File: src/rtl/uart_rx_if.sv
// Consumer-side bundle of the UART receiver: received word, status flags and acknowledge.
// valid/ready: rx_valid stays high until an edge with rx_ack high and no new word arriving on that same edge.
interface uart_rx_if #(
    parameter int DATA_BITS = 8
);
    logic [DATA_BITS-1:0] rx_data;
    logic                 rx_valid;
    logic                 rx_ack;
    logic                 parity_err;
    logic                 frame_err;
    logic                 overrun;

    modport master (
        output rx_data, rx_valid, parity_err, frame_err, overrun,
        input  rx_ack
    );

    modport slave (
        input  rx_data, rx_valid, parity_err, frame_err, overrun,
        output rx_ack
    );
endinterface

File: src/rtl/uart_rx.sv
// Oversampling UART receiver: start-bit qualification, LSB-first data, optional parity, stop check.
// A completed frame is presented one clk after the stop-sample tick and held until acknowledged.
module uart_rx #(
    parameter int DATA_BITS  = 8,
    parameter int OVERSAMPLE = 16
) (
    input  logic       clk,
    input  logic       reset,
    input  logic       baud_clk,
    input  logic [1:0] parity_mode,
    input  logic       rx,
    uart_rx_if.master  bus,
    output logic [2:0] state_dbg
);
    localparam int CNT_W = $clog2(OVERSAMPLE);
    localparam logic [CNT_W-1:0] CNT_MID  = CNT_W'(OVERSAMPLE / 2 - 1);
    localparam logic [CNT_W-1:0] CNT_LAST = CNT_W'(OVERSAMPLE - 1);
    localparam logic [2:0]       LAST_BIT = 3'(DATA_BITS - 1);

    typedef enum logic [2:0] {
        IDLE   = 3'd0,
        START  = 3'd1,
        DATA   = 3'd2,
        PARITY = 3'd3,
        STOP   = 3'd4
    } state_t;

    state_t               state_q, state_d;
    logic [CNT_W-1:0]     cnt_q, cnt_d;
    logic [2:0]           bit_q, bit_d;
    logic [DATA_BITS-1:0] shift_q, shift_d;
    logic                 par_en_q, par_en_d;
    logic                 par_odd_q, par_odd_d;
    logic                 perr_q, perr_d;
    logic                 ferr_q, ferr_d;
    logic                 done_q, done_d;
    logic                 sync1_q, rx_s;
    logic                 baud_q;
    logic                 tick;

    assign tick      = baud_clk & ~baud_q;
    assign state_dbg = state_q;

    always_ff @(posedge clk or negedge reset) begin
        if (!reset) begin
            sync1_q   <= 1'b1;
            rx_s      <= 1'b1;
            baud_q    <= 1'b0;
            state_q   <= IDLE;
            cnt_q     <= '0;
            bit_q     <= '0;
            shift_q   <= '0;
            par_en_q  <= 1'b0;
            par_odd_q <= 1'b0;
            perr_q    <= 1'b0;
            ferr_q    <= 1'b0;
            done_q    <= 1'b0;
        end else begin
            sync1_q   <= rx;
            rx_s      <= sync1_q;
            baud_q    <= baud_clk;
            state_q   <= state_d;
            cnt_q     <= cnt_d;
            bit_q     <= bit_d;
            shift_q   <= shift_d;
            par_en_q  <= par_en_d;
            par_odd_q <= par_odd_d;
            perr_q    <= perr_d;
            ferr_q    <= ferr_d;
            done_q    <= done_d;
        end
    end

    always_comb begin
        state_d   = state_q;
        cnt_d     = cnt_q;
        bit_d     = bit_q;
        shift_d   = shift_q;
        par_en_d  = par_en_q;
        par_odd_d = par_odd_q;
        perr_d    = perr_q;
        ferr_d    = ferr_q;
        done_d    = 1'b0;
        if (tick) begin
            cnt_d = cnt_q + 1'b1;
            case (state_q)
                IDLE: begin
                    cnt_d = '0;
                    if (!rx_s) begin
                        // Parity selection is frozen for the whole frame here.
                        state_d   = START;
                        par_en_d  = (parity_mode == 2'd1) || (parity_mode == 2'd2);
                        par_odd_d = (parity_mode == 2'd2);
                        perr_d    = 1'b0;
                    end
                end
                START: begin
                    if (cnt_q == CNT_MID) begin
                        cnt_d = '0;
                        bit_d = '0;
                        state_d = rx_s ? IDLE : DATA;
                    end
                end
                DATA: begin
                    if (cnt_q == CNT_LAST) begin
                        shift_d = {rx_s, shift_q[DATA_BITS-1:1]};
                        bit_d   = bit_q + 1'b1;
                        if (bit_q == LAST_BIT) begin
                            bit_d   = '0;
                            state_d = par_en_q ? PARITY : STOP;
                        end
                    end
                end
                PARITY: begin
                    if (cnt_q == CNT_LAST) begin
                        perr_d  = (^shift_q) ^ rx_s ^ par_odd_q;
                        state_d = STOP;
                    end
                end
                STOP: begin
                    // Back to IDLE at mid-stop so the next start edge is not missed.
                    if (cnt_q == CNT_LAST) begin
                        ferr_d  = ~rx_s;
                        done_d  = 1'b1;
                        state_d = IDLE;
                    end
                end
                default: state_d = IDLE;
            endcase
        end
    end

    always_ff @(posedge clk or negedge reset) begin
        if (!reset) begin
            bus.rx_data    <= '0;
            bus.rx_valid   <= 1'b0;
            bus.parity_err <= 1'b0;
            bus.frame_err  <= 1'b0;
            bus.overrun    <= 1'b0;
        end else if (done_q) begin
            bus.rx_data    <= shift_q;
            bus.parity_err <= perr_q;
            bus.frame_err  <= ferr_q;
            bus.rx_valid   <= 1'b1;
            // An ack landing with the new word retires the old one cleanly.
            if (bus.rx_valid)
                bus.overrun <= ~bus.rx_ack;
        end else if (bus.rx_valid && bus.rx_ack) begin
            bus.rx_valid <= 1'b0;
            bus.overrun  <= 1'b0;
        end
    end
endmodule

File: src/flat_wrapper.sv
// flat-port wrapper written by rule: the top's interface ports become plain ports
module uart_rx_flat 
#(
    parameter int DATA_BITS  = 8,
    parameter int OVERSAMPLE = 16
)
  (clk, reset, baud_clk, parity_mode, rx, state_dbg, bus_rx_data, bus_rx_valid, bus_parity_err, bus_frame_err, bus_overrun, bus_rx_ack);
  uart_rx_if #(.DATA_BITS(DATA_BITS)) bus_i ();
  input  logic clk;
  input  logic reset;
  input  logic baud_clk;
  input  logic [1:0] parity_mode;
  input  logic rx;
  output logic [2:0] state_dbg;
  output wire logic [$bits(bus_i.rx_data)-1:0] bus_rx_data;
  output wire logic [$bits(bus_i.rx_valid)-1:0] bus_rx_valid;
  output wire logic [$bits(bus_i.parity_err)-1:0] bus_parity_err;
  output wire logic [$bits(bus_i.frame_err)-1:0] bus_frame_err;
  output wire logic [$bits(bus_i.overrun)-1:0] bus_overrun;
  input wire logic [$bits(bus_i.rx_ack)-1:0] bus_rx_ack;
  assign bus_rx_data = bus_i.rx_data;
  assign bus_rx_valid = bus_i.rx_valid;
  assign bus_parity_err = bus_i.parity_err;
  assign bus_frame_err = bus_i.frame_err;
  assign bus_overrun = bus_i.overrun;
  assign bus_i.rx_ack = bus_rx_ack;
  uart_rx #(.DATA_BITS(DATA_BITS), .OVERSAMPLE(OVERSAMPLE)) u_core (.clk(clk), .reset(reset), .baud_clk(baud_clk), .parity_mode(parity_mode), .rx(rx), .bus(bus_i), .state_dbg(state_dbg));
endmodule
File: config.mk
export PLATFORM = sky130hd
export DESIGN_NAME = uart_rx_flat
export DESIGN_NICKNAME = d
export VERILOG_FILES = /design/src/rtl/uart_rx_if.sv /design/src/rtl/uart_rx.sv /design/src/flat_wrapper.sv
export SDC_FILE = /design/constraint.sdc
export NUM_CORES = 1
export LEC_CHECK = 0
export CAP_MARGIN = 30
export CORE_UTILIZATION = 54
export CTS_CLUSTER_DIAMETER = 80
export DETAILED_ROUTE_END_ITERATION = 12
export PLACE_DENSITY = 0.79
export SYNTH_ARGS = -nofsm -noshare
export SYNTH_HDL_FRONTEND = slang
export SYNTH_SLANG_ARGS = --single-unit
File: constraint.sdc
create_clock -name clk -period 2.3 [get_ports clk]
set_clock_uncertainty 0.15 [all_clocks]
set_input_delay 0.46 -clock clk [delete_from_list [all_inputs] [get_ports clk]]
set_output_delay 0.46 -clock clk [all_outputs]
set_load 0.02 [all_outputs]
==> impl.org, run 1 <==
** Routing
- Routed vias/inst :: 5.45
- The final route contains between 1000 and 1500 vias.
- Average routed wire per standard cell :: around 14 um
- After detailed routing, the total wire length is 3230 um.
- Once detail routing completed, the nets flagged for antenna violations numbered 0.
- After the first detailed-routing iteration, the DRC count stood at 36.
- DRC Markers :: 0
- Detailed Routing Iterations Pass 1 :: 4

** Layout
- Area delta synth->final :: 17.2%
- The net count of the finished layout is 190.
- In the final layout, the share of cells above drive strength 1 is 0.222.
- Diode insertion count for antenna repair :: 0
- In the layout the commonest cells are sky130_fd_sc_hd__dfrtp_1, sky130_fd_sc_hd__clkdlybuf4s50_1, sky130_fd_sc_hd__mux2_2.
- Leaving out fill and tap cells, the most frequent cell in the layout is sky130_fd_sc_hd__dfrtp_1.

** Placed design
- Summed over all nets, the half-perimeter wirelength after detailed placement is 2310 um.
- Placer Congestion :: 0.784
- PortBufs :: 21

** Worst setup path
- Worst reg2reg setup slack :: 0.44 ns
- The worst setup path is captured at a primary output.
- Endpoint of the lowest-slack register-to-register path :: u_core.state_dbg[1]
- Among cell families on the critical path, the largest total delay comes from buffers and inverters.
- In this run the worst setup path begins at u_core.state_dbg[1].
- The worst register-to-register path begins at u_core.bit_q[0].
- Number of cells on the worst reg-to-reg path :: 6
- The slowest stage of the critical path belongs to the cell sky130_fd_sc_hd__clkdlybuf4s50_1.
- Buffers & Inverters on Critical Path :: 1
- Walking the worst path, the cells encountered are clkdlybuf4s50_1.
- The setup path with the least slack is of type register to primary output.
- For the worst setup path, the data required time is 1.69 ns.
- WP data arrival :: 1.53 ns
- Worst-path fanout max :: 10
- STA classifies the critical path startpoint as a register.
- Delay of the slowest cell on the worst path :: 0.66 ns

** Timing
- In the final timing run, aggregate negative setup slack is 0 ns.
- Slew HR :: 0.453
- Final cycle utilization of the critical path :: 0.931
- Least-Margin Pin Slew :: 0.820 ns
- Fmax :: 0.467 GHz
- Pins over their slew limit :: 0
- The worst path needs 2.14 ns of the cycle, external delays included.
- Setup violations remaining at the end of the flow were counted as 0.
- The count of final hold-check violations was 0.
- Setup repair after global routing left no endpoint under its margin.

** Yosys
- Part of the Yosys area used for sequential elements :: 0.528
- Averaged over all synthesized cells, the footprint is 11.9 sq um.
- Number of warnings printed during yosys synthesis :: 0
- In this run the cell area of the synthesized design comes to 1810 sq um.
- In the synthesized netlist the async set-or-reset flop fraction comes to 1.00.
- Post-synthesis net count :: between 150 and 200
- The share of synthesized area in the top cell type comes to 0.499.
- Synthesis produced a netlist whose cell count is 152.
- Synthesis inferred 38 register bits.
- Synth area leaders :: sky130_fd_sc_hd__dfrtp_1, sky130_fd_sc_hd__mux2_2, sky130_fd_sc_hd__xnor2_1, sky130_fd_sc_hd__dfstp_2, sky130_fd_sc_hd__ha_1
- Yosys mapped the design onto 45 distinct sky130hd cell types.
- Leading area contributor after synthesis :: sky130_fd_sc_hd__dfrtp_1
- Among all flip-flop cells after synthesis, the most frequent one is sky130_fd_sc_hd__dfrtp_1.
- Number of enable flip-flop cells after synthesis :: 0

** Clock network
- Num Clock Sinks :: 38
- CTS hold repair buffers :: 0
- Root buffer cell :: sky130_fd_sc_hd__clkbuf_4
- Clock latency reported for the late side of the worst-skew pair :: 0.34 ns
- After clock tree synthesis, the clock-pin slew on the worst setup and hold paths is ~0.11 ns.
- CTS Buffer Depth :: 2
- Num CTS Buffers :: 5
- In this run the number of H-tree levels came out at 2.
- TritonCTS clock tree :: built
- After clock tree synthesis, the setup repair step added 0 buffers.

** Die
- Horiz. Die Dim :: 59.8 um
- 22 I/O pins were placed.
- DIE AREA :: 3580 sq um
- Height of the die :: between 50 and 60 um
- Initial cell density of the core :: 0.582
- Floorplan core area :: 3100 sq um
- Row generation in the floorplan step produced 20 rows.

** Global routing
- The number of global-route vias before repair is about 1200.
- The initial antenna violation count came to 0.
- Summed over all layers, the global routing overflow is 0.
- For this run, the total global-route usage over all layers was measured as 0.205.
- Maximum number of pins on one net before global-route repair :: 39
- The first global-routing pass estimated 5320 um of wire.

** Pwr
- Leak pwr :: around 0.98 nW
- Power density normalized to cell area :: 768 nW/um^2
- VDD sags by at most 0.509 mV.
- Post-layout total power :: about 1.6 mW

** Hold path
- In this run the worst hold path is classified as input pin to async pin.

** Job
- Across the run, the number of max-cap violations was 0.

** Run status
- Result of the run :: finished clean
[metrics by stage]
stage                     utilization  cell area (sq um)  cells  setup slack, ns  hold WS (ns)
after CTS                       0.682               2120    224          0.00670        0.0655
after global routing            0.682               2120    224           0.0997         0.106
after floorplan                     -               1810    152            0.649        0.0144
after detailed placement        0.665               2060    216            0.183         0.201
final                           0.682               2120    224            0.160        0.0502
after global placement          0.665               2060    216            0.234         0.195
[logic make-up after synthesis]
group | Yosys count | synth area share
xor+xnor | 8 | 0.0464
buf+inv | 11 | 0.0284
compound gates | 26 | 0.0942
mux | 20 | 0.124
simple gates | 45 | 0.152
flops | 38 | 0.528
fa+ha+maj | 4 | 0.0277
[sequential cells by signal, indices dropped and copies added (netlist names)]
register,cells
u_core.par_en_q,1
u_core.bus.frame_err,1
u_core.bus.parity_err,1
u_core.rx_s,1
u_core.par_odd_q,1
u_core.state_dbg,3
u_core.bus.overrun,1
u_core.perr_q,1
u_core.baud_q,1
u_core.done_q,1
u_core.bus.rx_valid,1
u_core.bus.rx_data,8
u_core.sync1_q,1
u_core.bit_q,3
u_core.ferr_q,1
u_core.shift_q,8
u_core.cnt_q,4
[Yosys cell counts, types with 2 or more instances]
library cell and n:
sky130_fd_sc_hd__nand2b_1 2, sky130_fd_sc_hd__and3_1 2, sky130_fd_sc_hd__nand3_1 5, sky130_fd_sc_hd__nor2_1 4, sky130_fd_sc_hd__a21oi_1 4, sky130_fd_sc_hd__dfrtp_1 36
sky130_fd_sc_hd__o21ai_0 9, sky130_fd_sc_hd__inv_1 7, sky130_fd_sc_hd__nand2_1 11, sky130_fd_sc_hd__nor3b_1 2, sky130_fd_sc_hd__xnor2_1 7, sky130_fd_sc_hd__mux2_2 19
sky130_fd_sc_hd__nor3_1 4, sky130_fd_sc_hd__ha_1 4, sky130_fd_sc_hd__buf_2 2, sky130_fd_sc_hd__nor2b_1 2, sky130_fd_sc_hd__nor4b_1 2, sky130_fd_sc_hd__a21o_1 2
sky130_fd_sc_hd__dfstp_2 2
[worst max path at each step]
| stage | end | slack (ns) | cells past startpoint |
|---|---|---|---|
| 2_1_floorplan | u_core.state_dbg[1] | 0.65 | 6 |
| 3_3_place_gp | u_core.bit_q[1] | 0.23 | 5 |
| 3_5_place_dp | u_core.state_dbg[1] | 0.18 | 5 |
| 4_1_cts | state_dbg[0] | 0.007 | 1 |
| 5_1_grt | state_dbg[0] | 0.1 | 1 |
| 6_report | state_dbg[1] | 0.16 | 1 |
[final cells by class]
cell class / count / area (sq um)
clock buffer: 6 / 41.3
clock inverter: 2 / 10.0
fill: 253 / 986
inverter: 7 / 26.3
multi-input combinational: 103 / 802
sequential: 38 / 955
tap: 44 / 55.1
timing repair buffer: 24 / 228
[report_power, final]
part           switching, mW  internal [mW]  leakage [nW]  total (mW)
clock network          0.208          0.116        0.0320       0.325
logic                  0.242          0.207         0.454       0.449
registers              0.112          0.741         0.498       0.853
total                  0.562           1.06         0.985        1.63
[per-layer routing]
metal  up-vias  share of wire  global-route usage
met5         -              0                   0
met4         0          0.012              0.0731
met3         5          0.036              0.0584
met2        21           0.48               0.324
met1       594           0.47               0.269
li1        600              -                   -
[what timing repair did]
action                                  in CTS  in global routing
hold endpoints to repair                     0                  0
resized for setup                            0                  1
endpoints found under the setup margin       0                  1
No activity file was read; power rests on OpenSTA's default activity.
==> run 2: changes to the inputs <==
--- a/config.mk
+++ b/config.mk
@@ -9,6 +9,7 @@
 export CORE_UTILIZATION = 54
 export CTS_CLUSTER_DIAMETER = 80
 export DETAILED_ROUTE_END_ITERATION = 12
+export GPL_TIMING_DRIVEN = 0
 export PLACE_DENSITY = 0.79
 export SYNTH_ARGS = -nofsm -noshare
 export SYNTH_HDL_FRONTEND = slang
==> impl.org, run 2 (synthesis gave the netlist of run 1 again) <==
** Run status
- Result of the run :: finished clean (unchanged)

** Routing
- The total via count in the routed design came to 1287 (was 1220).
- Drt total wl :: 3330 um (was 3230 um)
- Average routed wire per standard cell :: 14.8 um (was 14.4 um)
- The vias per cell is 5.72 (was 5.45).
- Detailed Routing Iterations Pass 1 :: 4 (unchanged)
- DR iter-0 viols :: 36 (unchanged)
- The post-route DRC violation count was 0 (unchanged).
- The final antenna-violating net count came to 0 (unchanged).

** Worst setup path
- Worst-path fanout max :: 8 (was 10)
- The endpoint type of the worst setup path was a primary output (unchanged).
- Number of cells on the worst reg-to-reg path :: 6 (unchanged)
- Buffers & Inverters on Critical Path :: 1 (unchanged)
- Stages on the worst setup path :: 1 (unchanged)
- WS Path Type :: register to primary output (unchanged)
- The startpoint type of the worst setup path was a register (unchanged).
- The critical path data arrival time came to 1.52 ns (was 1.53 ns).
- Crit path cell chain: clkdlybuf4s50_1 (unchanged).
- The required arrival time at the worst endpoint is 1.69 ns (about the same).
- The cell at the slowest stage of the critical path was sky130_fd_sc_hd__clkdlybuf4s50_1 (unchanged).
- The dominant delay contributor by cell family on the critical path was buffers and inverters (unchanged).
- The delay of the slowest cell on the worst path came to 0.67 ns (was 0.66 ns).

** Timing
- The pin slew with the least headroom to its limit is 0.835 ns (was 0.820 ns).
- Slew HR :: 0.443 (was 0.453)
- The final-report max-slew violation count is 0 (unchanged).
- Post-layout minimum cycle time :: 2.13 ns (was 2.14 ns)
- The count of final hold-check violations came to 0 (unchanged).
- Fmax :: 0.469 GHz (was 0.467 GHz)
- Final cycle utilization of the critical path :: 0.928 (was 0.931)
- The final setup TNS is 0 ns (unchanged).
- Unrepaired setup endpoints after global routing :: false (unchanged)
- The number of setup violations in the final report came to 0 (unchanged).

** Layout
- Area used by multi-input combinational logic :: 802 sq um (unchanged)
- The most frequent standard cell in the layout excluding fill and tap cells is sky130_fd_sc_hd__dfrtp_1 (unchanged).
- The layout net count came to 191 (was 190).
- The area growth from synthesis to layout came to 19.1% (was 17.2%).
- The utilization of the core after routing is 0.694 (was 0.682).
- Largest registers: u_core.bus.rx_data: 8 flops, u_core.shift_q: 8 flops, u_core.cnt_q: 4 flops (unchanged).
- Diode insertion count for antenna repair :: 0 (unchanged)
- The number of inserted filler cells in the final layout was 259 (was 253).
- Commonest cells after routing, fill and taps aside: sky130_fd_sc_hd__dfrtp_1, sky130_fd_sc_hd__clkdlybuf4s50_1, sky130_fd_sc_hd__mux2_2 (unchanged).
- Share of layout cells above drive strength 1 :: 0.215 (was 0.222)
- Flip-flop and latch area :: 953 sq um (was 955 sq um)

** Clock network
- Num Clock Sinks :: 38 (unchanged)
- The clock latency reported for the late side of the worst-skew pair is 0.34 ns (about the same).
- PostCTS Resize Cnt :: 0 (unchanged)
- The number of buffers created by CTS came to 5 (unchanged).
- Reg clk slew, reported paths :: 0.12 ns (was 0.11 ns)
- Root buffer cell :: sky130_fd_sc_hd__clkbuf_4 (unchanged)
- The number of hold buffers added after cts came to 0 (unchanged).
- The clock tree from TritonCTS was built (unchanged).
- The largest buffer count on any clock path came to 2 (unchanged).
- Deepest level of the CTS H-tree :: 2 (unchanged)
- # Post-CTS Setup Buffers :: 0 (unchanged)

** Pwr
- The sequential share of power came to 0.482 (was 0.524).
- Comb power frac :: 0.255 (was 0.276)
- Leak pwr :: 1.00 nW (was 0.985 nW)
- The clock share of power came to 0.263 (was 0.200).
- The switching part of the total power is 0.320 (was 0.345).
- Switching power :: 0.566 mW (was 0.562 mW)
- The power per cell area came to 822 nW/um^2 (was 768 nW/um^2).
- Internal Dissipation :: 1.20 mW (was 1.06 mW)
- Peak supply drop :: 0.654 mV (was 0.509 mV)

** Global routing
- The first-pass GRT wire length is 5580 um (was 5320 um).
- Vias in the first global route :: 1233 (was 1178)
- Antenna violations before repair :: 0 (unchanged)
- The total congestion overflow after global routing was 0 (unchanged).
- Total global routing track utilization :: 0.214 (was 0.205)
- The largest net degree at the start of global routing was 39 (unchanged).

** Hold path
- The classification of the worst-slack hold path is input pin to async pin (unchanged).

** Placed design
- PortBufs :: 21 (unchanged)
- Placed wire-length estimate :: 2380 um (was 2310 um)
- The final weighted congestion of routability-driven global placement was 0.946 (was 0.784).

** Die
- Horiz. Die Dim :: 59.8 um (unchanged)
- Standard-cell row count :: 20 (unchanged)
- DIE AREA :: 3580 sq um (unchanged)
- Height of the die :: 59.8 um (unchanged)
- Count of boundary I/O pins :: 22 (unchanged)
- Floorplan core area :: 3100 sq um (unchanged)
- The initial core utilization was 0.582 (unchanged).

** Job
- Max-Cap Viols :: 0 (unchanged)
==> run 2: cell count changes in the layout (fill, tap and decap cells not counted), sizes merged <==
| cell | delta |
|---|---|
| buf | +1 |
| bufinv | +1 |
| clkinv | -2 |
| clkbuf | +1 |
==> run 2: worst paths after layout <==
path | from | to | slack, ns
max reg2reg | u_core.bit_q[0] | u_core.state_dbg[2] | 0.40
max | u_core.state_dbg[0] | state_dbg[0] | 0.17
min in group clk | u_core.sync1_q | u_core.rx_s | 0.21
min | reset | u_core.bus.rx_data[7] | 0.06
max in group asynchronous | reset | u_core.bus.rx_data[0] | 1.41
min reg2reg | u_core.sync1_q | u_core.rx_s | 0.21
==> run 2: power groups by stage <==
| stage | Combinational, mW | Sequential (mW) | Clock [mW] |
|---|---|---|---|
| 2_1_floorplan | 0.297 | 0.856 | 0 |
| 3_5_place_dp | 0.450 | 0.859 | 0 |
| 4_1_cts | 0.453 | 0.849 | 0.481 |
| 3_3_place_gp | 0.435 | 0.853 | 0 |
| 5_1_grt | 0.500 | 0.863 | 0.508 |
| 6_report | 0.451 | 0.852 | 0.466 |
==> run 2: layout make-up <==
class / instances / area share
Clock buffer: 7 / 0.0256
Timing Repair Buffer: 21 / 0.0953
Inverter: 7 / 0.0122
Clock inverter: 1 / 0.0140
Tap cell: 44 / 0.0256
Buffer: 4 / 0.0116
Sequential cell: 38 / 0.443
Multi-Input combinational cell: 103 / 0.373
==> run 2: per-stage QoR <==
step	hold slack (ns)	setup WS [ns]	cells	cell area (sq um)	total power, mW
after floorplan	0.0144	0.649	152	1810	1.15
after global placement	0.196	-0.180	217	2070	1.29
after global routing	0.113	0.123	225	2150	1.87
after detailed placement	0.197	0.146	217	2070	1.31
after CTS	0.0753	0.170	225	2150	1.78
final	0.0617	0.166	225	2150	1.77
==> run 2: per-layer routing <==
metal | GRT usage | up-vias | part of all wire
met5 | 0 | - | 0
met4 | 0.103 | 0 | 0.017
met3 | 0.0476 | 7 | 0.051
met2 | 0.325 | 39 | 0.48
met1 | 0.289 | 634 | 0.45
li1 | - | 607 | -
